<file path="src/rtl/ir_cursor_mover.sv">
// ir_cursor_mover: turns synchronized IR direction levels into clamped box steps,
// with auto-repeat, committing position only on the frame-start strobe.
module ir_cursor_mover #(
    parameter int H_ACTIVE      = 640,
    parameter int V_ACTIVE      = 480,
    parameter int BOX_SIZE      = 16,
    parameter int STEP          = 4,
    parameter int X_INIT        = 312,
    parameter int Y_INIT        = 232,
    parameter int REPEAT_DELAY  = 12_500_000,
    parameter int REPEAT_PERIOD = 2_500_000
) (
    input  logic       Clock,
    input  logic       Reset,
    input  logic       Up,
    input  logic       Down,
    input  logic       Left,
    input  logic       Right,
    input  logic       Frame_Start,
    output logic [9:0] Box_X,
    output logic [9:0] Box_Y,
    output logic       Moved
);
    localparam int CW = $clog2(REPEAT_DELAY);
    localparam logic [9:0] XMAX = 10'(H_ACTIVE - BOX_SIZE);
    localparam logic [9:0] YMAX = 10'(V_ACTIVE - BOX_SIZE);
    localparam logic [9:0] STEP_W = 10'(STEP);
    localparam logic [CW-1:0] DELAY_LD = CW'(REPEAT_DELAY - 1);
    localparam logic [CW-1:0] PERIOD_LD = CW'(REPEAT_PERIOD - 1);
    localparam logic [1:0] D_UP = 2'd0, D_DOWN = 2'd1, D_LEFT = 2'd2, D_RIGHT = 2'd3;

    typedef enum logic {IDLE, HOLD} state_t;

    logic [3:0] sync1, sync2;
    logic code_valid;
    logic [1:0] code_dir;
    state_t state, state_n;
    logic [1:0] dir_q, dir_n;
    logic [CW-1:0] cnt, cnt_n;
    logic fresh, issue;
    logic pend_valid;
    logic [1:0] pend_dir;
    logic commit;
    logic [9:0] next_x, next_y;

    // Bit order {Up, Down, Left, Right}
    always_ff @(posedge Clock or posedge Reset) begin
        if (Reset) begin
            sync1 <= '0;
            sync2 <= '0;
        end else begin
            sync1 <= {Up, Down, Left, Right};
            sync2 <= sync1;
        end
    end

    assign code_valid = $onehot(sync2);
    assign code_dir = sync2[3] ? D_UP : sync2[2] ? D_DOWN : sync2[1] ? D_LEFT : D_RIGHT;

    always_ff @(posedge Clock or posedge Reset) begin
        if (Reset) begin
            state <= IDLE;
            dir_q <= D_UP;
            cnt   <= '0;
        end else begin
            state <= state_n;
            dir_q <= dir_n;
            cnt   <= cnt_n;
        end
    end

    always_comb begin
        state_n = code_valid ? HOLD : IDLE;
        dir_n   = code_valid ? code_dir : dir_q;
        cnt_n   = !code_valid ? cnt : fresh ? DELAY_LD : (cnt == '0) ? PERIOD_LD : cnt - CW'(1);
    end

    always_comb begin
        fresh = (state == IDLE) || (code_dir != dir_q);
        issue = code_valid && (fresh || cnt == '0);
    end

    // Latest step wins; a same-cycle commit consumes the old pending first
    always_ff @(posedge Clock or posedge Reset) begin
        if (Reset) begin
            pend_valid <= 1'b0;
            pend_dir   <= D_UP;
        end else begin
            pend_valid <= issue || (pend_valid && !Frame_Start);
            pend_dir   <= issue ? code_dir : pend_dir;
        end
    end

    assign commit = Frame_Start && pend_valid;

    always_comb begin
        next_x = (pend_dir == D_LEFT) ? ((Box_X < STEP_W) ? '0 : Box_X - STEP_W) :
                 (pend_dir == D_RIGHT) ? ((Box_X > XMAX - STEP_W) ? XMAX : Box_X + STEP_W) : Box_X;
        next_y = (pend_dir == D_UP) ? ((Box_Y < STEP_W) ? '0 : Box_Y - STEP_W) :
                 (pend_dir == D_DOWN) ? ((Box_Y > YMAX - STEP_W) ? YMAX : Box_Y + STEP_W) : Box_Y;
    end

    always_ff @(posedge Clock or posedge Reset) begin
        if (Reset) begin
            Box_X <= 10'(X_INIT);
            Box_Y <= 10'(Y_INIT);
            Moved <= 1'b0;
        end else begin
            Box_X <= commit ? next_x : Box_X;
            Box_Y <= commit ? next_y : Box_Y;
            Moved <= commit;
        end
    end
endmodule

</file>
<file path="config.mk">
export PLATFORM = sky130hd
export DESIGN_NAME = ir_cursor_mover
export DESIGN_NICKNAME = d
export VERILOG_FILES = /design/src/rtl/ir_cursor_mover.sv
export SDC_FILE = /design/constraint.sdc
export NUM_CORES = 1
export LEC_CHECK = 0
export CAP_MARGIN = 20
export CORE_MARGIN = 2
export CORE_UTILIZATION = 55
export DETAILED_ROUTE_END_ITERATION = 6
export HOLD_SLACK_MARGIN = 0.05
export PLACE_DENSITY = 0.84
export SLEW_MARGIN = 20
export SYNTH_ARGS = -nofsm -noshare
export SYNTH_HDL_FRONTEND = slang
export SYNTH_SLANG_ARGS = --single-unit
</file>
<file path="constraint.sdc">
create_clock -name Clock -period 4.2 [get_ports Clock]
set_input_delay 0.84 -clock Clock [delete_from_list [all_inputs] [get_ports Clock]]
set_output_delay 0.84 -clock Clock [all_outputs]
set_load 0.005 [all_outputs]
</file>
Word level (Yosys, flattened, before mapping)
Cells that the tools add are included.
{"block": "word_totals", "regBits": 59, "latch_bits": 0, "ram_bits": 0, "rom_bits": 0, "in_bits": 7, "out_inout_bits": 21, "elab_cells": 55, "mem_count": 0}
{"block": "op_classes", "add_sub_neg": 8, "multipliers": 0, "div": 0, "n_lt_le_gt_ge": 4, "n_eq_ne": 5, "shift": 0, "muxes": 14, "bitwise": 1, "n_reduce_logical": 13}
{"op": "$mux W10", "count": 8}
{"op": "$mux W24", "count": 2}
{"op": "$logic_not A24 Y1", "count": 1}
{"op": "$sub A24 B1 Y24 const B", "count": 1}
{"op": "$add A10 B3 Y10 const B", "count": 2}
{"op": "$lt A10 B3 Y1 const B", "count": 2}
{"op": "$sub A10 B3 Y10 const B", "count": 2}
{"op": "$gt A10 B10 Y1 const B", "count": 1}
{"op": "$gt A10 B9 Y1 const B", "count": 1}
{"op": "$add A1 B1 Y2", "count": 2}
{"op": "$eq A2 B2 Y1 const B", "count": 2}
{"op": "$mux W2", "count": 2}
{"op": "$reduce_and A2 Y1", "count": 2}
{"op": "$reduce_bool A2 Y1", "count": 2}
{"op": "$add A2 B2 Y3", "count": 1}
{"op": "$eq A3 B1 Y1 const B", "count": 1}
{"op": "$logic_and A1 B1 Y1", "count": 3}
{"op": "$logic_or A1 B1 Y1", "count": 3}
{"op": "$eq A2 B1 Y1 const B", "count": 1}
{"op": "$logic_not A2 Y1", "count": 1}
{"op": "$mux W1", "count": 2}
{"op": "$ne A2 B2 Y1", "count": 1}
{"op": "$logic_not A1 Y1", "count": 1}
{"op": "$not A1 Y1", "count": 1}

Longest topological paths before layout
{"block": "depth", "depth_word": 8, "mapped_depth": 11, "ltp_nobuf": 11}

Worst setup path after synthesis
No wires, ideal clock.
{"block": "synth_path", "path_kind": "reg-to-reg", "startpoint": "register sync2[1]", "endpoint": "register cnt[16]", "setup_ps": 125, "arrival_ps": 2280, "path_slack_ps": 1795, "path_stages_with_launch": 12, "path_buffers": 1, "cell_sequence": "dfrtp_1 > inv_1 > fa_1 > inv_1 > ha_1 > ha_1 > nor2_1 > nand2_1 > inv_1 > clkbuf_1 > o31ai_1 > mux2_2"}
{"block": "synth_between", "elab_chain_cells": 6, "word_cells_on_any_way": 9, "classes_between": "add/sub: 2; eq/ne: 2; mux: 4; reduce/logical: 1"}
{"item": "start, declared", "line_no": "34", "rtl": "logic [3:0] sync1, sync2;"}
{"item": "start signal, assigned", "line_no": "53", "rtl": "sync2 <= sync1;"}
{"item": "$mux W1", "line_no": "58", "rtl": "assign code_dir = sync2[3] ? D_UP : sync2[2] ? D_DOWN : sync2[1] ? D_LEFT : D_RIGHT;"}
{"item": "$mux W2 (2 in series)", "line_no": "58"}
{"item": "$ne A2 B2 Y1", "line_no": "79", "rtl": "fresh = (state == IDLE) || (code_dir != dir_q);"}
{"item": "$logic_or A1 B1 Y1", "line_no": "79"}
{"item": "$mux W24", "line_no": "75", "rtl": "cnt_n = !code_valid ? cnt : fresh ? DELAY_LD : (cnt == '0) ? PERIOD_LD : cnt - CW'(1);"}
{"item": "end signal, assigned", "line_no": "68", "rtl": "cnt <= cnt_n;"}
{"item": "end, declared", "line_no": "39", "rtl": "logic [CW-1:0] cnt, cnt_n;"}
Several ways; a longest one is shown, not always the timed one.
A chain may end at the register's enable or synchronous reset.

Final worst setup path
{"block": "layout_path", "startpoint": "register sync2[1]", "endpoint": "register cnt[13]"}
Same word-level chain as after synthesis.

==> qor.csv <==
metric;value;unit
status;completed;
Cell Area, Synth;3410;sq um
maximum clock rate;320;MHz
die height;82.8;um
clock tree root driver cell;clkbuf_8;
vias in the first global route;2910;
final wirelength;7.53;mm
Initial DRT Pass Iterations;5;
CTS sink cnt;55;
DRC viols;0;
Syn Inst Count;381;
relative max-transition margin;0.421;
Layout fillers;474;
Post-synth EDFFs;0;
Cell variety after synth;66;
Final setup viols;0;
Die Area;6850;sq um
Via density;6.44;
antenna violations before repair;0;
setup tns final;0;ns
Mean Syn Cell Area;8.96;sq um
post-cts sizing count;0;
fin cells;468;
min Tclk post-route;3.12;ns
Yosys warnings;0;
CTS tree;yes;
critical path class;flop to flop;
endpoints failing hold;0;
most frequent cell after synthesis;dfrtp_1;
Hold Path Class;flop to flop;
Core ar.;5960;sq um
Clk pin slew, worst setup/hold paths;0.10;ns
Post-synth ARST share;1.00;
DRT iter0 DRCs;281;
cell area power density;493;nW/um^2
Crit. End Element;flop;
RSZ-0062 raised after global routing;no;
GPL Wtd Cong;0.884;
Starting Density;0.573;
global-route wire length before repair;13.1;mm
Setup Buffers After CTS;0;
critical-path cell list;inv_1 -> fa_1 -> inv_1 -> ha_1 -> ha_1 -> nor2_1 -> nand2_1 -> buf_4 -> nor3_1 -> a311oi_1;
vias post-DR;3014;
dominant cells by area after synthesis;dfrtp_1 34%, dfstp_2 6.2%, ha_1 3.3%, nor2_1 3.3%, nand2_1 2.9%;
cts hold-fix bufs;0;
fin util;0.629;
fin. max-slew vios;0;
VDD IR max;346;uV
max incr delay on CP;0.72;ns
sequential share of the synthesized area;0.406;
Clk Latency, worst-skew pair;0.31;ns
#FFs+latches synth;55;
GRT Util Overall;0.245;
worst r2r src;sync2[1];
dpl cells;460;
Worst EP arrival;3.27;ns
top-area cell type share of the netlist area;0.345;
WHS Endpoint;sync2[3];
Lkg Pwr;1.44;nW
worst reg2reg setup slack;1.08;ns
Rows;28;
Synth Flop Type;dfrtp_1;
Wirelength per Cell;16.1;um
Reg-to-Reg End;cnt[13];
CTS Buffer Depth;2;
Die Wd;82.8;um
layout cells sized above 1;0.0738;
total gr overflow;0;
HP Start;sync1[3];
skew final;0.0107;ns
Worst Reg-to-Reg Cells;10;
largest net degree at the start of global routing;36;
CTS buffer count;5;
DPL Wire Length;5.36;mm
Least-Margin Pin Slew;0.862;ns
remaining antenna violation count;0;
Area Overhead vs Synth;9.86;%
Worst Path Max Fanout;12;
top cells by count, synth;47 x dfrtp_1, 30 x nor2_1, 26 x nand2_1;
CP max stage cell;nor3_1;
H-tree depth;2;
PortBufs;23;
final period utilization;0.743;
Hold Crit Depth;0;
worst path required time;4.35;ns
Ports;28;
crit start category;flop;
Net count, final;409;
antenna cell count;0;
Max-Cap Viols;0;
cell taking the most area after synthesis;dfrtp_1;
[cell type report]
| class | count | area (sq um) | area share |
|---|---|---|---|
| multi-input combinational | 282 | 1830 | 0.489 |
| sequential | 55 | 1390 | 0.370 |
| timing repair buffer | 27 | 260 | 0.0694 |
| tap | 75 | 93.8 | 0.0250 |
| inverter | 21 | 78.8 | 0.0210 |
| clock buffer | 5 | 68.8 | 0.0184 |
| clock inverter | 3 | 27.5 | 0.00734 |
[worst max-delay path by stage]
stage	cells after the start	slack [ns]	end	from
2_1_floorplan	11	1.80	cnt[16]	sync2[1]
3_3_place_gp	10	1.19	cnt[10]	sync2[1]
3_5_place_dp	10	1.10	cnt[3]	sync2[1]
4_1_cts	10	1.09	cnt[3]	sync2[1]
5_1_grt	10	0.84	cnt[10]	sync2[1]
6_report	10	1.08	cnt[13]	sync2[1]
[cells by family after synthesis]
family          count (synthesis)  synth area share
flops                          55             0.406
mux                             5            0.0165
compound gates                108             0.222
buf+inv                        47            0.0598
fa+ha+maj                      10            0.0389
xor+xnor                        4            0.0103
simple gates                  151             0.245
other cells                     1           0.00110
[placed cells by master, fill, tap and decap left out, drive strengths merged, types with 6 or more instances in the layout]
master / netlist / routed
a21oi: 17 / 17
a22o: 7 / 7
a31oi: 10 / 10
and3: 6 / 6
clkdlybuf4s50: 0 / 23
dfrtp: 47 / 47
dfstp: 8 / 8
ha: 9 / 9
inv: 21 / 23
nand2: 26 / 26
nand3: 14 / 14
nor2: 30 / 30
nor3: 19 / 19
nor4: 16 / 16
o21ai: 24 / 24
o31ai: 10 / 10
or3: 7 / 7
[metal layers]
| layer | up-vias | wire [um] | GRT usage |
|---|---|---|---|
| li1 | 1449 | - | - |
| met1 | 1439 | 3320 | 0.323 |
| met2 | 118 | 3680 | 0.412 |
| met3 | 8 | 455 | 0.0370 |
| met4 | 0 | 76 | 0.0852 |
| met5 | - | 0 | 0 |
[through the flow]
step / hold WS, ns / total power, mW / setup slack [ns] / instance area (sq um)
floorplan: 0.331 / 1.28 / 1.80 / 3420
global placement: 0.336 / 1.50 / 1.19 / 3650
detailed placement: 0.335 / 1.53 / 1.10 / 3650
CTS: 0.359 / 1.85 / 1.09 / 3750
global route: 0.369 / 2.00 / 0.843 / 3750
finish: 0.358 / 1.85 / 1.08 / 3750
[state kept, by name, summed over array words and instances (netlist names)]
name	flops
Moved	1
Box_Y	8
pend_dir	2
Box_X	8
state	1
pend_valid	1
dir_q	2
cnt	24
sync1	4
sync2	4
[critical path: cells and delay by family (launching register included)]
family | cells | cell delay [ns]
flops | 1 | 0.40
simple gates | 3 | 1.04
buf+inv | 3 | 0.37
compound gates | 1 | 0.20
fa+ha+maj | 3 | 0.94
[power breakdown]
part	switching [mW]	internal (mW)
clock network	0.187	0.124
logic	0.385	0.339
registers	0.171	0.643
(Power assumes the default switching activity.)
